[config.mk]
export PLATFORM = sky130hd
export DESIGN_NAME = sha256_round_core
export DESIGN_NICKNAME = d
export VERILOG_FILES = /design/src/rtl/sha256_pkg.sv /design/src/rtl/sha256_msg_sched.sv /design/src/rtl/sha256_round_core.sv
export SDC_FILE = /design/constraint.sdc
export NUM_CORES = 2
export LEC_CHECK = 0
export ABC_AREA = 1
export CAP_MARGIN = 10
export CORE_ASPECT_RATIO = 0.6
export CORE_MARGIN = 2
export CORE_UTILIZATION = 55
export CTS_CLUSTER_DIAMETER = 60
export DETAILED_ROUTE_END_ITERATION = 10
export PLACE_DENSITY_LB_ADDON = 0.15
export SETUP_SLACK_MARGIN = 0.1
export SLEW_MARGIN = 5
export SYNTH_ARGS = -nofsm -noshare
export SYNTH_HDL_FRONTEND = slang
export SYNTH_SLANG_ARGS = --single-unit
export TNS_END_PERCENT = 1
[constraint.sdc]
create_clock -name clk -period 6.8 [get_ports clk]
set_clock_uncertainty 0.2 [all_clocks]
set_input_delay 0.68 -clock clk [delete_from_list [all_inputs] [get_ports clk]]
set_output_delay 0.68 -clock clk [all_outputs]
set_load 0.02 [all_outputs]
[src/rtl/sha256_pkg.sv]
// Shared SHA-256 constants, round functions and FSM state type used by the
// round core, the K generator and any upstream padder.
package sha256_pkg;

  localparam int NUM_ROUNDS = 64;
  localparam int NUM_WORDS  = 16;

  localparam logic [31:0] H0_INIT = 32'h6a09e667;
  localparam logic [31:0] H1_INIT = 32'hbb67ae85;
  localparam logic [31:0] H2_INIT = 32'h3c6ef372;
  localparam logic [31:0] H3_INIT = 32'ha54ff53a;
  localparam logic [31:0] H4_INIT = 32'h510e527f;
  localparam logic [31:0] H5_INIT = 32'h9b05688c;
  localparam logic [31:0] H6_INIT = 32'h1f83d9ab;
  localparam logic [31:0] H7_INIT = 32'h5be0cd19;

  typedef enum logic [1:0] {LOAD, ROUND, FINAL} state_t;

  function automatic logic [31:0] iv_word(input int i);
    case (i)
      0:       return H0_INIT;
      1:       return H1_INIT;
      2:       return H2_INIT;
      3:       return H3_INIT;
      4:       return H4_INIT;
      5:       return H5_INIT;
      6:       return H6_INIT;
      default: return H7_INIT;
    endcase
  endfunction

  function automatic logic [31:0] rotr(input logic [31:0] x, input int unsigned n);
    return (x >> n) | (x << (32 - n));
  endfunction

  function automatic logic [31:0] big_sigma0(input logic [31:0] x);
    return rotr(x, 2) ^ rotr(x, 13) ^ rotr(x, 22);
  endfunction

  function automatic logic [31:0] big_sigma1(input logic [31:0] x);
    return rotr(x, 6) ^ rotr(x, 11) ^ rotr(x, 25);
  endfunction

  function automatic logic [31:0] small_sigma0(input logic [31:0] x);
    return rotr(x, 7) ^ rotr(x, 18) ^ (x >> 3);
  endfunction

  function automatic logic [31:0] small_sigma1(input logic [31:0] x);
    return rotr(x, 17) ^ rotr(x, 19) ^ (x >> 10);
  endfunction

  function automatic logic [31:0] ch(input logic [31:0] x, input logic [31:0] y,
                                    input logic [31:0] z);
    return (x & y) ^ (~x & z);
  endfunction

  function automatic logic [31:0] maj(input logic [31:0] x, input logic [31:0] y,
                                     input logic [31:0] z);
    return (x & y) ^ (x & z) ^ (y & z);
  endfunction

endpackage

[src/rtl/sha256_msg_sched.sv]
// 16-word sliding message window: loads shift words in at the tail, rounds
// shift the expanded schedule word in; w_cur is always W[r] of the current round.
module sha256_msg_sched
  import sha256_pkg::*;
(
  input  logic        clk,
  input  logic        rst,
  input  logic        load,
  input  logic [31:0] load_word,
  input  logic        shift,
  output logic [31:0] w_cur
);

  logic [31:0] w_q [NUM_WORDS];
  logic [31:0] w_d [NUM_WORDS];
  logic [31:0] tail;
  logic        adv;

  assign adv   = load | shift;
  assign tail  = load ? load_word
                      : small_sigma1(w_q[14]) + w_q[9] + small_sigma0(w_q[1]) + w_q[0];
  assign w_cur = w_q[0];

  genvar gi;
  generate
    for (gi = 0; gi < NUM_WORDS - 1; gi++) begin : g_win
      assign w_d[gi] = adv ? w_q[gi + 1] : w_q[gi];
    end
  endgenerate
  assign w_d[NUM_WORDS-1] = adv ? tail : w_q[NUM_WORDS-1];

  always_ff @(posedge clk) begin
    if (rst) begin
      for (int i = 0; i < NUM_WORDS; i++) w_q[i] <= '0;
    end else begin
      for (int i = 0; i < NUM_WORDS; i++) w_q[i] <= w_d[i];
    end
  end

endmodule

[src/rtl/sha256_round_core.sv]
// SHA-256 compression engine: streams in one block, runs 64 rounds against the
// external K generator, then folds the result into the chaining value.
module sha256_round_core
  import sha256_pkg::*;
#(
  parameter int ROUNDS = NUM_ROUNDS,
  parameter int WORDS  = NUM_WORDS
)
(
  input  logic         clk,
  input  logic         rst,
  input  logic         msg_valid,
  output logic         msg_ready,
  input  logic [31:0]  msg_word,
  input  logic         msg_first,
  output logic         k_en,
  input  logic [31:0]  k_in,
  output logic [255:0] digest,
  output logic         digest_valid,
  output logic         busy
);

  localparam int CW = $clog2(WORDS);
  localparam int RW = $clog2(ROUNDS);

  state_t        state_q, state_d;
  logic [CW-1:0] cnt_q, cnt_d;
  logic [RW-1:0] round_q, round_d;
  logic [31:0]   wv_q   [8];
  logic [31:0]   wv_d   [8];
  logic [31:0]   hash_q [8];
  logic [31:0]   hash_d [8];
  logic [31:0]   dig_q  [8];
  logic [31:0]   dig_d  [8];
  logic          dv_q, dv_d;
  logic [31:0]   w_cur, t1, t2;
  logic          xfer;

  assign msg_ready    = (state_q == LOAD);
  assign xfer         = msg_valid && msg_ready;
  assign k_en         = (state_q == ROUND);
  assign busy         = (state_q != LOAD);
  assign digest_valid = dv_q;

  sha256_msg_sched u_sched (
    .clk       (clk),
    .rst       (rst),
    .load      (xfer),
    .load_word (msg_word),
    .shift     (k_en),
    .w_cur     (w_cur)
  );

  genvar gi;
  generate
    for (gi = 0; gi < 8; gi++) begin : g_dig
      assign digest[255-32*gi -: 32] = dig_q[gi];
    end
  endgenerate

  // wv index 0..7 maps to working variables a..h
  always_comb begin
    state_d = state_q;
    cnt_d   = cnt_q;
    round_d = round_q;
    wv_d    = wv_q;
    hash_d  = hash_q;
    dig_d   = dig_q;
    dv_d    = dv_q;
    t1 = wv_q[7] + big_sigma1(wv_q[4]) + ch(wv_q[4], wv_q[5], wv_q[6]) + k_in + w_cur;
    t2 = big_sigma0(wv_q[0]) + maj(wv_q[0], wv_q[1], wv_q[2]);

    case (state_q)
      LOAD: begin
        if (xfer) begin
          cnt_d = cnt_q + 1'b1;
          if (cnt_q == '0) begin
            dv_d = 1'b0;
            if (msg_first) begin
              for (int i = 0; i < 8; i++) hash_d[i] = iv_word(i);
            end
          end
          if (cnt_q == CW'(WORDS - 1)) begin
            wv_d    = hash_q;
            cnt_d   = '0;
            round_d = '0;
            state_d = ROUND;
          end
        end
      end
      ROUND: begin
        wv_d[7] = wv_q[6];
        wv_d[6] = wv_q[5];
        wv_d[5] = wv_q[4];
        wv_d[4] = wv_q[3] + t1;
        wv_d[3] = wv_q[2];
        wv_d[2] = wv_q[1];
        wv_d[1] = wv_q[0];
        wv_d[0] = t1 + t2;
        round_d = round_q + 1'b1;
        if (round_q == RW'(ROUNDS - 1)) state_d = FINAL;
      end
      FINAL: begin
        for (int i = 0; i < 8; i++) begin
          hash_d[i] = hash_q[i] + wv_q[i];
          dig_d[i]  = hash_q[i] + wv_q[i];
        end
        dv_d    = 1'b1;
        state_d = LOAD;
      end
      default: state_d = LOAD;
    endcase
  end

  always_ff @(posedge clk) begin
    if (rst) begin
      state_q <= LOAD;
      cnt_q   <= '0;
      round_q <= '0;
      dv_q    <= 1'b0;
      for (int i = 0; i < 8; i++) begin
        wv_q[i]   <= '0;
        hash_q[i] <= iv_word(i);
        dig_q[i]  <= iv_word(i);
      end
    end else begin
      state_q <= state_d;
      cnt_q   <= cnt_d;
      round_q <= round_d;
      dv_q    <= dv_d;
      for (int i = 0; i < 8; i++) begin
        wv_q[i]   <= wv_d[i];
        hash_q[i] <= hash_d[i];
        dig_q[i]  <= dig_d[i];
      end
    end
  end

endmodule

Word level (Yosys, flattened, before mapping)
Memories as Yosys holds them, arrays and structs flattened.
Cells that the tools add are included.
- flip-flop bits (word level): 781
- output and inout port bits: 260
- latch bits: 0
- input port bits: 68
- logic and storage cells: 167
- bits in writable memories: 512
- ROM bits: 0
- memories: 1
- memory list (memory ; words ; bits a word ; rd ports ; clocked after Yosys merged registers in ; wr ports ; line ; text):
    u_sched.w_q ; 16 ; 32 ; 16 ; 0 ; 16 ; sha256_msg_sched.sv:14 ; logic [31:0] w_q [NUM_WORDS];
- div/mod/pow operators: 0
- bitwise gates (word level): 44
- multiplexer cells: 54
- add/subtract/negate cells: 20
- magnitude comparators: 0
- multipliers: 0
- shifts and indexed selects: 0
- equality and inequality tests: 9
- reduce and logical (&&, ||, !) cells: 11
- operators with widths (operator ; count):
    256-bit 2-to-1 mux ; 5
    32-bit 2-to-1 mux ; 33
    256-bit one-hot mux with 2 select lines ; 2
    32-bit adder ; 18
    32-bit XOR ; 9
    32-bit AND ; 5
    32-bit NOT ; 1
    10-bit by 32-bit bitwise OR with 32-bit output ; 1
    13-bit by 32-bit bitwise OR with 32-bit output ; 1
    14-bit by 32-bit bitwise OR with 32-bit output ; 1
    15-bit by 32-bit bitwise OR with 32-bit output ; 1
    19-bit by 32-bit bitwise OR with 32-bit output ; 1
    21-bit by 32-bit bitwise OR with 32-bit output ; 1
    25-bit by 32-bit bitwise OR with 32-bit output ; 1
    26-bit by 32-bit bitwise OR with 32-bit output ; 1
    30-bit by 32-bit bitwise OR with 32-bit output ; 1
    7-bit by 32-bit bitwise OR with 32-bit output ; 1
    32-bit by 22-bit XOR with 32-bit output ; 1
    32-bit by 29-bit XOR with 32-bit output ; 1
    1-bit bitwise OR ; 17
    6-bit 2-to-1 mux ; 2
    6-bit one-hot mux with 2 select lines ; 1
    3-bit AND reduction ; 3
    2-bit by 1-bit inequality test with 1-bit output, second input constant ; 4
    18 further kinds ; 26

Depth between registers and ports, before layout
- depth after elaboration: 9
- gate-level depth with buffers: 38
- mapped depth without buffers: 36

Modules after synthesis
A second synthesis with hierarchy kept.
- cells, all modules: 11064
- area, all modules: 77304.1 sq um
- modules (own cells, without submodules) (module ; sequential area each (sq um) ; cells each ; area an instance (sq um) ; instances):
    sha256_round_core ; 15635.0 ; 7947 ; 54138.2 ; 1
    sha256_msg_sched ; 10249.8 ; 3117 ; 23166.0 ; 1

Worst setup path before layout
OpenSTA, ideal clock, no wires.
- path kind: register -> register
- start point: register wv_q[122] (netlist name)
- end point: register wv_q[255] (netlist name)
- cell stages (with the launch flop): 33
- data required time: 6.468 ns
- arrival: 5.761 ns
- buffers on the path: 1
- setup slack: 0.707 ns
- library setup time: 0.132 ns
- clock period less this slack: 6.093 ns
- path through: dfxtp_1 > clkbuf_1 > xnor2_1 > xor2_1 > fa_1 > fa_1 > fa_1 > inv_1 > ha_1 > inv_1 > fa_1 > inv_1 > nand2_1 > nand3_1 > nand2_1 > nand2_2 > a21oi_2 > o21ai_0 > xor2_1 > inv_1 > fa_1 > inv_1 > ha_1 > nand2_1 > o21ai_0 > a21oi_1 > or2_2 > nand3_1 > inv_1 > nand2_1 > nand3_1 > nand2_1 > a21oi_1
- longest elaborated chain between the ends: 9
- elaborated cells between the ends (all ways): 15
- those cells by class: add/sub: 5; mux: 1; bitwise: 9
- RTL lines (element ; line ; text):
    start: declaration ; sha256_round_core.sv:29 ; logic [31:0] wv_q [8];
    start signal: indexed assignment ; sha256_round_core.sv:132 ; wv_q[i] <= wv_d[i];
    21-bit by 32-bit bitwise OR with 32-bit output or 26-bit by 32-bit bitwise OR with 32-bit output (tied branches) ; sha256_pkg.sv:33 ; return (x >> n) | (x << (32 - n));
    32-bit XOR (2 in series) ; sha256_pkg.sv:41 ; return rotr(x, 6) ^ rotr(x, 11) ^ rotr(x, 25);
    32-bit adder ; sha256_round_core.sv:70 ; t1 = wv_q[7] + big_sigma1(wv_q[4]) + ch(wv_q[4], wv_q[5], wv_q[6]) + k_in + w_cur;
    32-bit adder (*) (3 in series) ; sha256_round_core.sv:70 ;
    32-bit adder (*) ; sha256_round_core.sv:99 ; wv_d[0] = t1 + t2;
    256-bit one-hot mux with 2 select lines (*) ; sha256_round_core.sv:73 ; case (state_q)
Mark *: on every way between the ends. The rest lies on a longest branch, timed or not.
A chain may end at the register's enable or synchronous reset.

Worst setup path after layout
- start point: register wv_q[111] (netlist name)
- end point: register wv_q[127] (netlist name)
- longest elaborated chain between the ends: 9
- elaborated cells between the ends (all ways): 15
- those cells by class: add/sub: 5; mux: 1; bitwise: 9
- RTL lines (element ; line ; text):
    21-bit by 32-bit bitwise OR with 32-bit output or 26-bit by 32-bit bitwise OR with 32-bit output (tied branches) ; sha256_pkg.sv:33 ;
    32-bit XOR (2 in series) ; sha256_pkg.sv:41 ;
    32-bit adder ; sha256_round_core.sv:70 ;
    32-bit adder (*) (3 in series) ; sha256_round_core.sv:70 ;
    32-bit adder (*) ; sha256_round_core.sv:95 ; wv_d[4] = wv_q[3] + t1;
    256-bit one-hot mux with 2 select lines (*) ; sha256_round_core.sv:73 ;
Marks and branches as above.

==> reports/metrics.cfg <==
[synth]
ys.flop_type=dfxtp_1
synth_top_area_share_pct=34.14
synth_area_leaders=dfxtp_1 (34%), nand2_1 (15%), a21oi_1 (9.8%)
synth-edff-count=0
yosys_warnings=0
synthDistinctLibCells=60
synth.largest_area_cell=dfxtp_1
synth_xor_area_share_pct=3.996
synth_compound_area_share_pct=21.21
synth-seq-cells=1293
syn_area_sq_mm=0.07583
synth_top_family_by_area=simple AND/OR/NAND/NOR gates
synth_fa_ha_area_share_pct=11.35
postSynthCellCount=10782
yosys.area_share.simple_pct=21.33
muxShareOfSynthArea_pct=0.03960
post_synth.cell_area_avg_sq_um=7.033
async_flop_share_pct=0
seq_area_frac_synth_pct=34.14
synth_fp_nets=11420

[power]
vdd_ir_drop_max_uv=182.4
leakage_nw=37.52
power_density_mw_per_mm2=198.9

[grt]
antenna_found_initial=12
grt_max_degree=280
grt_usage_pct=43.20
grt_pass1_wl_um=460200
gr-total-overflow=0
grt_pass1_vias=70960

[route]
vias=80210
finalWirelength_um=319200
drt-vias-per-instance=6.144
wl_per_cell_um=24.45
firstDrtPassIters=10
dr.first_iter.drc_count=12590
ant_nets=0
drc=0

[setup_path]
cp_num_cells=37
slowest_delay_ns=0.48
ff2ff_path_depth=37
startpoint_type=register
cp_num_buf_inv=11
startpoint=wv_q[111]
crit_fanout=5
end_kind=register
crit_arrival_ns=7.00
worstPathRequired_ns=7.23
regToRegStartpoint=wv_q[111]
crit_family=adder cells
criticalPathCategory=register to register
cp_slowest_cell=fa_1
path_common_cell=inv_1

[sta]
period_needed_ns=6.568
max_freq_mhz=152.2
setup_viol=0
setup_tns_ns=0
rsz0062_at_grt=true
tightest_slew_ns=1.236
maxSlewHeadroom_pct=17.59
fin_crit_sh_pct=96.59
slew_viol_final=0
fin_ws_ns=0.2318
hold_viol=0

[placed_design]
gp_congestion=1.090
io_buffers=327
pre_cts_ws_ns=-0.4002
placed_area_sq_mm=0.08281
place_inst=12805
place_hpwl_um=244400

[die]
start_util_pct=55.45
row_count=105
die_y_um=291.6
core_area_sq_mm=0.1368
num_io_pins=328
die_area_sq_mm=0.1410
chipWidth_um=483.4

[cts]
tritoncts=yes
numCtsBuffers=133
cts.sinks=1293
postCtsHoldBufs=0
clock_path_buffers=3
clock_latency_ns=0.82
path_clk_slew_ns=0.07
cts-root-buf=clkbuf_16
htreeDepth=4

[finish]
final_cell_mix=nand2_1 (2981), a21oi_1 (1467), dfxtp_1 (1278), inv_1 (965), o21ai_0 (858)
area_growth_pct=16.83
final_util_pct=64.78
final_cell_area_sq_mm=0.08859
fillers=11983
final_common_cell=nand2_1
drive_above_1_share_pct=8.192
stdcell_count=13055
final_nets=11765

[hold_path]
hp-start=rst
hold_path_class=input pin to register
hold_depth=2

[status]
status=finished clean

[job]
maxCapViolations=0

[metrics by stage]
stage	power [mW]	hold WS (ns)
5_1_grt	18.04	0.2444
2_1_floorplan	8.851	0.2369
4_1_cts	17.44	0.2185
6_report	17.62	0.2183
3_3_place_gp	9.640	0.2425
3_5_place_dp	9.650	0.2474
[timing repair]
item,4_1_cts,5_1_grt
pin swaps,0,42
setup endpoints to repair,24,38
cloned,0,0
endpoints found under the hold margin,0,0
setup buffers,0,6
resized for setup,13,198
[kinds of logic after synthesis]
group / after synthesis
buf+inv: 1555
flops: 1293
mux: 3
compound gates: 2962
fa+ha+maj: 571
xor+xnor: 346
simple gates: 4052
[final timing paths]
path,endpoint,slack (ns)
setup / recovery,wv_q[127],0.23
hold / removal,u_sched.w_q[7][26],0.22
setup reg to reg,wv_q[127],0.23
hold reg to reg,u_sched.w_q[2][9],0.23
[cell usage after synthesis (all sizes together) (38+ instances only)]
cell,count
a21boi,48
a21o,85
a21oi,1489
a31oi,236
buf,139
clkbuf,436
dfxtp,1293
fa,195
ha,375
inv,979
nand2,3008
nand3,314
nand4,81
nor2,489
nor3,71
o21ai,907
o21bai,93
or2,38
xnor2,169
xor2,177
[worst reg2reg max path, delay by kind of cell (launching register included)]
kind                     cells  cell delay, ns
AO/OA/AOI/OAI                5            0.74
AND/OR/NAND/NOR             14            1.70
flip-flops                   1            0.36
buffers and inverters       11            1.06
XOR/XNOR                     2            0.29
adder cells (fa/ha/maj)      5            2.07
[registers in the layout (all words and copies together) (netlist names)]
name / count
u_sched.w_q: 512
digest: 256
hash_q: 256
wv_q: 256
round_q: 6
cnt_q: 4
state_q: 2
digest_valid: 1
[per-layer routing]
metal	vias to the layer above	share of wire, %	wire length (um)	track usage (%)
met2	5570	36	113400	52.69
met1	37741	44	140300	66.90
met4	18	2.7	8577	10.11
met5	-	0.14	460	2.022
li1	36267	-	-	-
met3	614	18	56420	18.74
[layout make-up]
cell class / count / area, sq um / share of cell area (%)
Sequential cell: 1293 / 25920 / 29.26
Tap cell: 1819 / 2276 / 2.569
Multi-Input combinational cell: 7934 / 44880 / 50.66
Timing Repair Buffer: 785 / 7057 / 7.966
Clock inverter: 61 / 1006 / 1.136
Antenna cell: 6 / 15.01 / 0.01695
Inverter: 980 / 3716 / 4.195
Clock buffer: 177 / 3724 / 4.203
[power breakdown]
group	internal, mW	switching (mW)	total [mW]
registers	7.65	0.0946	7.74
clock network	4.40	3.56	7.96
logic	0.668	1.25	1.92
total	12.7	4.90	17.6
(Power assumes the default switching activity.)
